File: src/rtl/soc_fpga_temperature_monitor_if.sv
// ---------------------------------------------------------------------------
// soc_fpga_temperature_monitor_if
//   Bundles the signals between the temperature sensor and the monitor,
//   together with the statistics and alarm flags the monitor produces.
//
//   Sensor side (driven by the sensor model / bench):
//     temperature [7:0]  raw sensor reading, stable while valid is high
//     valid              sensor data valid, asynchronous level
//     error              sensor error, asynchronous level
//   Monitor side (driven by the monitor):
//     avg_temp    [7:0]  current windowed average
//     avg_valid          one-cycle pulse when avg_temp is updated
//     max_temp    [7:0]  highest good sample since reset/clear
//     min_temp    [7:0]  lowest good sample since reset/clear
//     hot/cold/fault     alarm state flags
//
//   Modports: master = sensor/consumer side, slave = monitor side.
// ---------------------------------------------------------------------------
interface soc_fpga_temperature_monitor_if;
  logic [7:0] temperature;
  logic       valid;
  logic       error;
  logic [7:0] avg_temp;
  logic       avg_valid;
  logic [7:0] max_temp;
  logic [7:0] min_temp;
  logic       hot;
  logic       cold;
  logic       fault;

  modport master (
    output temperature, valid, error,
    input  avg_temp, avg_valid, max_temp, min_temp, hot, cold, fault
  );

  modport slave (
    input  temperature, valid, error,
    output avg_temp, avg_valid, max_temp, min_temp, hot, cold, fault
  );
endinterface

File: src/rtl/soc_fpga_temperature_monitor.sv
// ---------------------------------------------------------------------------
// soc_fpga_temperature_monitor
//   Synchronises an asynchronous temperature sensor into the fabric clock,
//   captures one sample per VALID rising edge, keeps a power-of-two moving
//   average plus min/max, and runs a hysteretic NORMAL/HOT/COLD/FAULT alarm.
//
//   Ports:
//     i_clk    fabric clock, all state changes on rising edge
//     i_rst_n  asynchronous active-low reset
//     i_clear  synchronous clear of FAULT, statistics and averaging state
//     bus      sensor inputs and monitor outputs (slave modport)
//
//   Pipeline (VALID rise before edge k):
//     edges k, k+1 : 2-flop synchroniser
//     edge  k+2    : acceptance, sample and synchronised ERROR latched
//     edge  k+3    : average, min/max, AVG_VALID, error counter, FSM update
// ---------------------------------------------------------------------------
module soc_fpga_temperature_monitor #(
  parameter int AVG_LOG2       = 2,
  parameter int HOT_THRESHOLD  = 85,
  parameter int COLD_THRESHOLD = 10,
  parameter int HYSTERESIS     = 5,
  parameter int ERROR_LIMIT    = 3
) (
  input  logic                          i_clk,
  input  logic                          i_rst_n,
  input  logic                          i_clear,
  soc_fpga_temperature_monitor_if.slave bus
);

  localparam int DEPTH = 1 << AVG_LOG2;
  localparam int PTR_W = (AVG_LOG2 == 0) ? 1 : AVG_LOG2;
  localparam int SUM_W = 8 + AVG_LOG2;

  localparam logic [7:0] HOT_ON   = 8'(HOT_THRESHOLD);
  localparam logic [7:0] HOT_OFF  = 8'(HOT_THRESHOLD - HYSTERESIS);
  localparam logic [7:0] COLD_ON  = 8'(COLD_THRESHOLD);
  localparam logic [7:0] COLD_OFF = 8'(COLD_THRESHOLD + HYSTERESIS);
  localparam logic [3:0] ERR_LIM  = 4'(ERROR_LIMIT);

  // Parameter legality, checked at elaboration
  if (AVG_LOG2 < 0 || AVG_LOG2 > 3) begin : g_bad_avg_log2
    $fatal(1, "AVG_LOG2 must be 0..3");
  end
  if (ERROR_LIMIT < 1 || ERROR_LIMIT > 15) begin : g_bad_error_limit
    $fatal(1, "ERROR_LIMIT must be 1..15");
  end
  if (HOT_THRESHOLD - HYSTERESIS <= COLD_THRESHOLD + HYSTERESIS) begin : g_bad_thresholds
    $fatal(1, "HOT_THRESHOLD-HYSTERESIS must exceed COLD_THRESHOLD+HYSTERESIS");
  end

  typedef enum logic [1:0] {ST_NORMAL, ST_HOT, ST_COLD, ST_FAULT} state_t;

  // Synchronisers and acceptance edge detect
  logic [1:0] r_valid_sync;
  logic [1:0] r_err_sync;
  logic       r_valid_prev;
  logic       w_accept;

  // Captured sample awaiting processing
  logic       r_pend;
  logic       r_pend_err;
  logic [7:0] r_pend_temp;

  // Averaging and statistics
  logic [7:0]       r_buf [DEPTH];
  logic [PTR_W-1:0] r_wr_ptr;
  logic [PTR_W-1:0] w_wr_ptr_next;
  logic [SUM_W-1:0] r_sum;
  logic [SUM_W-1:0] w_sum_next;
  logic [SUM_W:0]   w_sum_wide;
  logic [7:0]       w_oldest;
  logic [7:0]       w_avg_next;
  logic             r_prefill;
  logic [7:0]       r_avg;
  logic             r_avg_valid;
  logic [7:0]       r_max;
  logic [7:0]       r_min;
  logic [3:0]       r_err_cnt;
  logic [3:0]       w_err_cnt_next;
  logic             w_good_upd;
  logic             w_err_upd;

  state_t r_state;
  state_t w_state_next;

  assign w_accept = r_valid_sync[1] & ~r_valid_prev;

  always_ff @(posedge i_clk or negedge i_rst_n) begin
    if (!i_rst_n) begin
      r_valid_sync <= '0;
      r_err_sync   <= '0;
      r_valid_prev <= 1'b0;
      r_pend       <= 1'b0;
      r_pend_err   <= 1'b0;
      r_pend_temp  <= '0;
    end else begin
      r_valid_sync <= {r_valid_sync[0], bus.valid};
      r_err_sync   <= {r_err_sync[0], bus.error};
      r_valid_prev <= r_valid_sync[1];
      // A clear in the acceptance cycle drops the sample outright
      r_pend       <= w_accept & ~i_clear;
      if (w_accept) begin
        r_pend_temp <= bus.temperature;
        r_pend_err  <= r_err_sync[1];
      end
    end
  end

  // Clear also wins over a sample that is one cycle from being applied
  assign w_good_upd = r_pend & ~r_pend_err & ~i_clear;
  assign w_err_upd  = r_pend &  r_pend_err & ~i_clear;

  assign w_oldest      = r_buf[r_wr_ptr];
  assign w_wr_ptr_next = (AVG_LOG2 == 0) ? '0 : r_wr_ptr + 1'b1;
  // Sum always contains the oldest entry, so the subtraction cannot underflow
  assign w_sum_wide    = {1'b0, r_sum} + (SUM_W + 1)'(r_pend_temp) - (SUM_W + 1)'(w_oldest);
  assign w_sum_next    = r_prefill ? (SUM_W'(r_pend_temp) << AVG_LOG2) : w_sum_wide[SUM_W-1:0];
  assign w_avg_next    = 8'(w_sum_next >> AVG_LOG2);
  assign w_err_cnt_next = (r_err_cnt == ERR_LIM) ? r_err_cnt : r_err_cnt + 4'd1;

  // Ring buffer has no reset: the first good sample always prefills it
  always_ff @(posedge i_clk) begin
    if (w_good_upd) begin
      if (r_prefill) begin
        for (int i = 0; i < DEPTH; i++) r_buf[i] <= r_pend_temp;
      end else begin
        r_buf[r_wr_ptr] <= r_pend_temp;
      end
    end
  end

  always_ff @(posedge i_clk or negedge i_rst_n) begin
    if (!i_rst_n) begin
      r_sum       <= '0;
      r_wr_ptr    <= '0;
      r_prefill   <= 1'b1;
      r_avg       <= '0;
      r_avg_valid <= 1'b0;
      r_max       <= 8'd0;
      r_min       <= 8'd255;
      r_err_cnt   <= '0;
    end else begin
      r_avg_valid <= w_good_upd;
      if (i_clear) begin
        // Average output is deliberately held; prefill rebuilds the window
        r_wr_ptr  <= '0;
        r_prefill <= 1'b1;
        r_max     <= 8'd0;
        r_min     <= 8'd255;
        r_err_cnt <= '0;
      end else if (w_good_upd) begin
        r_sum     <= w_sum_next;
        r_avg     <= w_avg_next;
        r_wr_ptr  <= w_wr_ptr_next;
        r_prefill <= 1'b0;
        r_err_cnt <= '0;
        if (r_pend_temp > r_max) r_max <= r_pend_temp;
        if (r_pend_temp < r_min) r_min <= r_pend_temp;
      end else if (w_err_upd) begin
        r_err_cnt <= w_err_cnt_next;
      end
    end
  end

  // FSM: state register
  always_ff @(posedge i_clk or negedge i_rst_n) begin
    if (!i_rst_n)     r_state <= ST_NORMAL;
    else if (i_clear) r_state <= ST_NORMAL;
    else              r_state <= w_state_next;
  end

  // FSM: next state. FAULT is sticky; reaching the error limit beats everything.
  always_comb begin
    w_state_next = r_state;
    if (r_state != ST_FAULT) begin
      if (w_err_upd && (w_err_cnt_next == ERR_LIM)) begin
        w_state_next = ST_FAULT;
      end else if (w_good_upd) begin
        case (r_state)
          ST_NORMAL: begin
            if (w_avg_next >= HOT_ON)       w_state_next = ST_HOT;
            else if (w_avg_next <= COLD_ON) w_state_next = ST_COLD;
          end
          ST_HOT: begin
            if (w_avg_next <= COLD_ON)      w_state_next = ST_COLD;
            else if (w_avg_next < HOT_OFF)  w_state_next = ST_NORMAL;
          end
          ST_COLD: begin
            if (w_avg_next >= HOT_ON)       w_state_next = ST_HOT;
            else if (w_avg_next > COLD_OFF) w_state_next = ST_NORMAL;
          end
          default: w_state_next = r_state;
        endcase
      end
    end
  end

  // FSM: outputs
  always_comb begin
    bus.hot   = (r_state == ST_HOT);
    bus.cold  = (r_state == ST_COLD);
    bus.fault = (r_state == ST_FAULT);
  end

  assign bus.avg_temp  = r_avg;
  assign bus.avg_valid = r_avg_valid;
  assign bus.max_temp  = r_max;
  assign bus.min_temp  = r_min;

endmodule

File: src/flat_wrapper.sv
// flat-port wrapper written by rule: the top's interface ports become plain ports
module soc_fpga_temperature_monitor_flat 
#(
  parameter int AVG_LOG2       = 2,
  parameter int HOT_THRESHOLD  = 85,
  parameter int COLD_THRESHOLD = 10,
  parameter int HYSTERESIS     = 5,
  parameter int ERROR_LIMIT    = 3
)
  (i_clk, i_rst_n, i_clear, bus_temperature, bus_valid, bus_error, bus_avg_temp, bus_avg_valid, bus_max_temp, bus_min_temp, bus_hot, bus_cold, bus_fault);
  soc_fpga_temperature_monitor_if bus_i ();
  input  logic i_clk;
  input  logic i_rst_n;
  input  logic i_clear;
  input wire logic [$bits(bus_i.temperature)-1:0] bus_temperature;
  input wire logic [$bits(bus_i.valid)-1:0] bus_valid;
  input wire logic [$bits(bus_i.error)-1:0] bus_error;
  output wire logic [$bits(bus_i.avg_temp)-1:0] bus_avg_temp;
  output wire logic [$bits(bus_i.avg_valid)-1:0] bus_avg_valid;
  output wire logic [$bits(bus_i.max_temp)-1:0] bus_max_temp;
  output wire logic [$bits(bus_i.min_temp)-1:0] bus_min_temp;
  output wire logic [$bits(bus_i.hot)-1:0] bus_hot;
  output wire logic [$bits(bus_i.cold)-1:0] bus_cold;
  output wire logic [$bits(bus_i.fault)-1:0] bus_fault;
  assign bus_i.temperature = bus_temperature;
  assign bus_i.valid = bus_valid;
  assign bus_i.error = bus_error;
  assign bus_avg_temp = bus_i.avg_temp;
  assign bus_avg_valid = bus_i.avg_valid;
  assign bus_max_temp = bus_i.max_temp;
  assign bus_min_temp = bus_i.min_temp;
  assign bus_hot = bus_i.hot;
  assign bus_cold = bus_i.cold;
  assign bus_fault = bus_i.fault;
  soc_fpga_temperature_monitor #(.AVG_LOG2(AVG_LOG2), .HOT_THRESHOLD(HOT_THRESHOLD), .COLD_THRESHOLD(COLD_THRESHOLD), .HYSTERESIS(HYSTERESIS), .ERROR_LIMIT(ERROR_LIMIT)) u_core (.i_clk(i_clk), .i_rst_n(i_rst_n), .i_clear(i_clear), .bus(bus_i));
endmodule
File: config.mk
export PLATFORM = sky130hd
export DESIGN_NAME = soc_fpga_temperature_monitor_flat
export DESIGN_NICKNAME = d
export VERILOG_FILES = /design/src/rtl/soc_fpga_temperature_monitor_if.sv /design/src/rtl/soc_fpga_temperature_monitor.sv /design/src/flat_wrapper.sv
export SDC_FILE = /design/constraint.sdc
export NUM_CORES = 1
export LEC_CHECK = 0
export BUFFER_PORTS_ARGS = -buffer_cell sky130_fd_sc_hd__clkbuf_2
export CAP_MARGIN = 40
export CORE_ASPECT_RATIO = 1.1
export CORE_MARGIN = 5
export CORE_UTILIZATION = 35
export DETAILED_ROUTE_END_ITERATION = 7
export HOLD_SLACK_MARGIN = 0.03
export PLACE_DENSITY_LB_ADDON = 0.3
export SLEW_MARGIN = 30
export SYNTH_ARGS = -nofsm -noshare
export SYNTH_HDL_FRONTEND = slang
export SYNTH_SLANG_ARGS = --single-unit
File: constraint.sdc
create_clock -name i_clk -period 6 [get_ports i_clk]
set_input_delay 0.9 -clock i_clk [delete_from_list [all_inputs] [get_ports i_clk]]
set_output_delay 0.9 -clock i_clk [all_outputs]
set_load 0.005 [all_outputs]
==> impl_metrics.py <==
metrics = {
    "die": {
        "core_region_area_um2": 13200,
        "die_height_um": 132,
        "std_cell_rows": 44,
        "floorplan.io_pins": 41,
        "die_area_um2": 15900,
        "floorplan.initialDensity_pct": 35.8,
        "die-width_um": 121,
    },
    "timing": {
        "final_slew_viol_count": 0,
        "finalSetupViolCount": 0,
        "tightestPinTransition_ps": 807,
        "timing.final.hold_violations": 0,
        "finalCriticalPeriod_ps": 4570,
        "max_freq_ghz": 0.219,
        "fin_crit_sh_pct": 76.2,
        "setup_tns_ps": 0,
        "slew_headroom_pct": 46.0,
        "worst_clock_skew_ps": 3.73,
        "grt_setup_unrepaired": "false",
    },
    "setup_path": {
        "crit_path_cell_trace": "mux4_2, fa_1, inv_1, ha_1, a211oi_2, nor4_1, or4_4, or2_1, a311oi_2, o21ai_1, a221oi_2, nand2_1, o32ai_2",
        "cp_data_required_time_ps": 6250,
        "startpoint_type": "flip-flop",
        "rr_startpoint": "u_core.r_wr_ptr[0]",
        "regToRegEndpoint": "u_core.r_state[1]",
        "regToRegSetupSlack_ps": 1430,
        "cp.arrival_ps": 4820,
        "r2r.worst_path.cells": 13,
        "crit_path_top_delay_cell": "sky130_fd_sc_hd__dfrtp_1",
        "crit_fanout": 14,
        "cp-end-kind": "flip-flop",
        "crit_path_max_incr_delay_ps": 780,
        "worstSetupPathType": "flip-flop to flip-flop",
    },
    "yosys": {
        "synthesis.area_um2": 4730,
        "synth_area_leader_cell": "sky130_fd_sc_hd__dfrtp_1",
        "number_of_enable_type_register_cells_in_the_synthesized_netlist": 32,
        "synth_most_common_cell": "sky130_fd_sc_hd__inv_1",
        "synth.distinct_cells": 62,
        "synth_top_area_share_pct": 22.2,
        "synthCells": 436,
        "postSynthRegisterBits": 83,
        "syn-mean-instance-area_um2": 10.8,
        "synth_top_flop_cell": "sky130_fd_sc_hd__dfrtp_1",
        "synth_top_cells_by_area": "sky130_fd_sc_hd__dfrtp_1, sky130_fd_sc_hd__edfxtp_1, sky130_fd_sc_hd__ha_1",
        "fraction_of_the_mapped_netlist_area_in_compound_gates_pct": 14.6,
        "synth_seq_area_share_pct": 47.6,
        "synth-simple-area-share_pct": 11.2,
        "muxShareOfSynthArea_pct": 6.38,
        "post_synth_fa_ha_maj_area_fraction_pct": 11.3,
        "syn-num-nets": 487,
        "share_of_flip_flops_with_an_asynchronous_set_or_reset_after_synthesis_pct": 61.4,
        "synth-warning-count": 0,
        "synth_xor_xnor_area_share_pct": 1.48,
        "dominant_combinational_cell_family_by_area_after_synthesis": "compound AO/OA/AOI/OAI gates",
        "synthTopCellsByCount": "sky130_fd_sc_hd__inv_1, sky130_fd_sc_hd__dfrtp_1, sky130_fd_sc_hd__nand2_1",
    },
    "outcome": {
        "outcome": "finished clean",
    },
    "route": {
        "drt_wl_total_um": 10000,
        "detail-route-antenna-nets": 0,
        "detail_route.iter0.violations": 174,
        "drt-vias-per-instance": 5.17,
        "wirelength_per_cell_um": 15.8,
        "via_count": 3273,
        "drc": 0,
        "drt_pass_1_iters": 4,
    },
    "cts": {
        "cts_root_buf": "sky130_fd_sc_hd__clkbuf_16",
        "cts.hold.buffers_added": 0,
        "cts.sink_count": 83,
        "ctsHtreeMaxLevel": 3,
        "ctsResizeCount": 0,
        "clockBufferDepth": 2,
        "cts_bufs_inserted": 9,
        "clk-insertion-delay-late_ps": 340,
        "clock_tree_from_tritoncts": "yes",
        "post_cts_buffers": 0,
        "cts.reportedPaths.clkPinSlew_ps": 60,
    },
    "run": {
        "max_cap_viol_count": 0,
    },
    "power": {
        "vdd_ir_drop_max_v": 0.000159,
        "switching_share_pct": 33.1,
        "power.internal_mw": 1.19,
        "clock_power_share_pct": 31.3,
        "seqPwrFrac_pct": 38.4,
        "power.switching_uw": 591,
        "power_frac_comb_pct": 30.3,
        "leakagePower_nw": 2.39,
        "cellPowerDensity_nw_per_um2": 335,
    },
    "final_layout": {
        "area_growth_pct": 12.5,
        "nNetsFinal": 518,
        "layout-drive-gt1-share_pct": 18.9,
        "filler_cell_count": 1288,
        "diodes": 0,
        "postLayoutCellArea_um2": 5320,
    },
    "min_path": {
        "min_delay_worst_endpoint": "u_core.r_valid_sync[1]",
        "min-delay-path-class": "flip-flop to flip-flop",
        "startpoint_of_the_lowest_slack_hold_path": "u_core.r_valid_sync[0]",
        "timing.hold.worst_path_depth": 0,
    },
    "place": {
        "detailed_place_hpwl_um": 7450,
        "io_buffers": 40,
        "global_placement_routability_congestion": 0.903,
        "post_dp_cell_area_um2": 5010,
    },
    "global_route": {
        "first_pass_grt_wire_length_um": 17000,
        "global_route.usage.total_pct": 13.5,
        "grt_max_degree": 52,
        "global_route.overflow_total": 0,
        "number_of_global_route_vias_before_repair": 3422,
        "antenna_found_initial": 0,
    },
}
[cell type report]
| class | count | area (um^2) | area share [%] |
|---|---|---|---|
| timing repair buffer | 43 | 223 | 4.19 |
| sequential | 83 | 2250 | 42.3 |
| multi-input combinational | 273 | 2130 | 40.0 |
| clock inverter | 4 | 28.8 | 0.541 |
| tap | 161 | 201 | 3.79 |
| clock buffer | 12 | 278 | 5.22 |
| inverter | 57 | 214 | 4.02 |
[critical path: cells and delay by family (launching register included)]
kind	cells	cell delay, ps
flip-flops	1	780
AO/OA/AOI/OAI	5	1140
buffers and inverters	1	70
multiplexers	1	600
adder cells (fa/ha/maj)	2	820
AND/OR/NAND/NOR	4	1090
[cells by family after synthesis]
kind of cell,count (synthesis)
XOR/XNOR,8
AO/OA/AOI/OAI,98
adder cells (fa/ha/maj),38
AND/OR/NAND/NOR,109
flip-flops,83
buffers and inverters,80
multiplexers,20
[registers in the layout, summed over array words and instances (netlist names), 2 cells and up]
| register | flops |
|---|---|
| u_core.r_buf | 32 |
| u_core.r_err_sync | 2 |
| u_core.r_state | 2 |
| u_core.r_pend_temp | 8 |
| u_core.r_sum | 2 |
| u_core.bus.avg_temp | 8 |
| u_core.r_wr_ptr | 2 |
| u_core.r_err_cnt | 4 |
| u_core.r_valid_sync | 2 |
| u_core.bus.max_temp | 8 |
| u_core.bus.min_temp | 8 |
[metal layers]
metal | GRT usage (%) | up-vias | routed length (um)
li1 | - | 1585 | -
met1 | 17.8 | 1587 | 4680
met2 | 21.9 | 80 | 4780
met3 | 1.85 | 21 | 318
met4 | 6.05 | 0 | 243
met5 | 0 | - | 0
[cells in the final DEF (no fill, tap or decap), types with 14 or more instances in the layout]
| cell | n |
|---|---|
| sky130_fd_sc_hd__inv_1 | 55 |
| sky130_fd_sc_hd__dfrtp_1 | 42 |
| sky130_fd_sc_hd__clkbuf_2 | 40 |
| sky130_fd_sc_hd__nand2_1 | 39 |
| sky130_fd_sc_hd__edfxtp_1 | 32 |
| sky130_fd_sc_hd__ha_1 | 30 |
| sky130_fd_sc_hd__o21ai_0 | 28 |
| sky130_fd_sc_hd__nor2_1 | 26 |
| sky130_fd_sc_hd__a21oi_1 | 14 |
[how the worst max path moves through the flow]
stage	start	endpoint	slack, ps
after floorplan	u_core.r_wr_ptr[0]	u_core.r_state[1]	1620
after global placement	u_core.r_wr_ptr[0]	u_core.r_state[1]	1530
after detailed placement	u_core.r_wr_ptr[0]	u_core.r_state[1]	1440
after CTS	u_core.r_wr_ptr[0]	u_core.r_state[1]	1430
after global routing	u_core.r_wr_ptr[0]	u_core.r_state[1]	1100
final	u_core.r_wr_ptr[0]	u_core.r_state[1]	1430
[power by group through the flow]
| stage | logic (mW) | registers [mW] | clock network (mW) |
|---|---|---|---|
| floorplan | 0.436 | 0.679 | 0 |
| global placement | 0.522 | 0.697 | 0 |
| detailed placement | 0.537 | 0.698 | 0 |
| CTS | 0.540 | 0.687 | 0.574 |
| global route | 0.611 | 0.695 | 0.602 |
| finish | 0.541 | 0.686 | 0.558 |
[through the flow]
| step | setup slack [ps] | instances | utilization, % | hold WS [ps] | power [mW] |
|---|---|---|---|---|---|
| 2_1_floorplan | 1620 | 436 | - | 331 | 1.11 |
| 3_3_place_gp | 1530 | 616 | 37.9 | 333 | 1.22 |
| 3_5_place_dp | 1440 | 617 | 38.0 | 344 | 1.23 |
| 4_1_cts | 1430 | 633 | 40.3 | 359 | 1.80 |
| 5_1_grt | 1100 | 633 | 40.3 | 364 | 1.91 |
| 6_report | 1430 | 633 | 40.3 | 354 | 1.78 |
(Power assumes the default switching activity.)
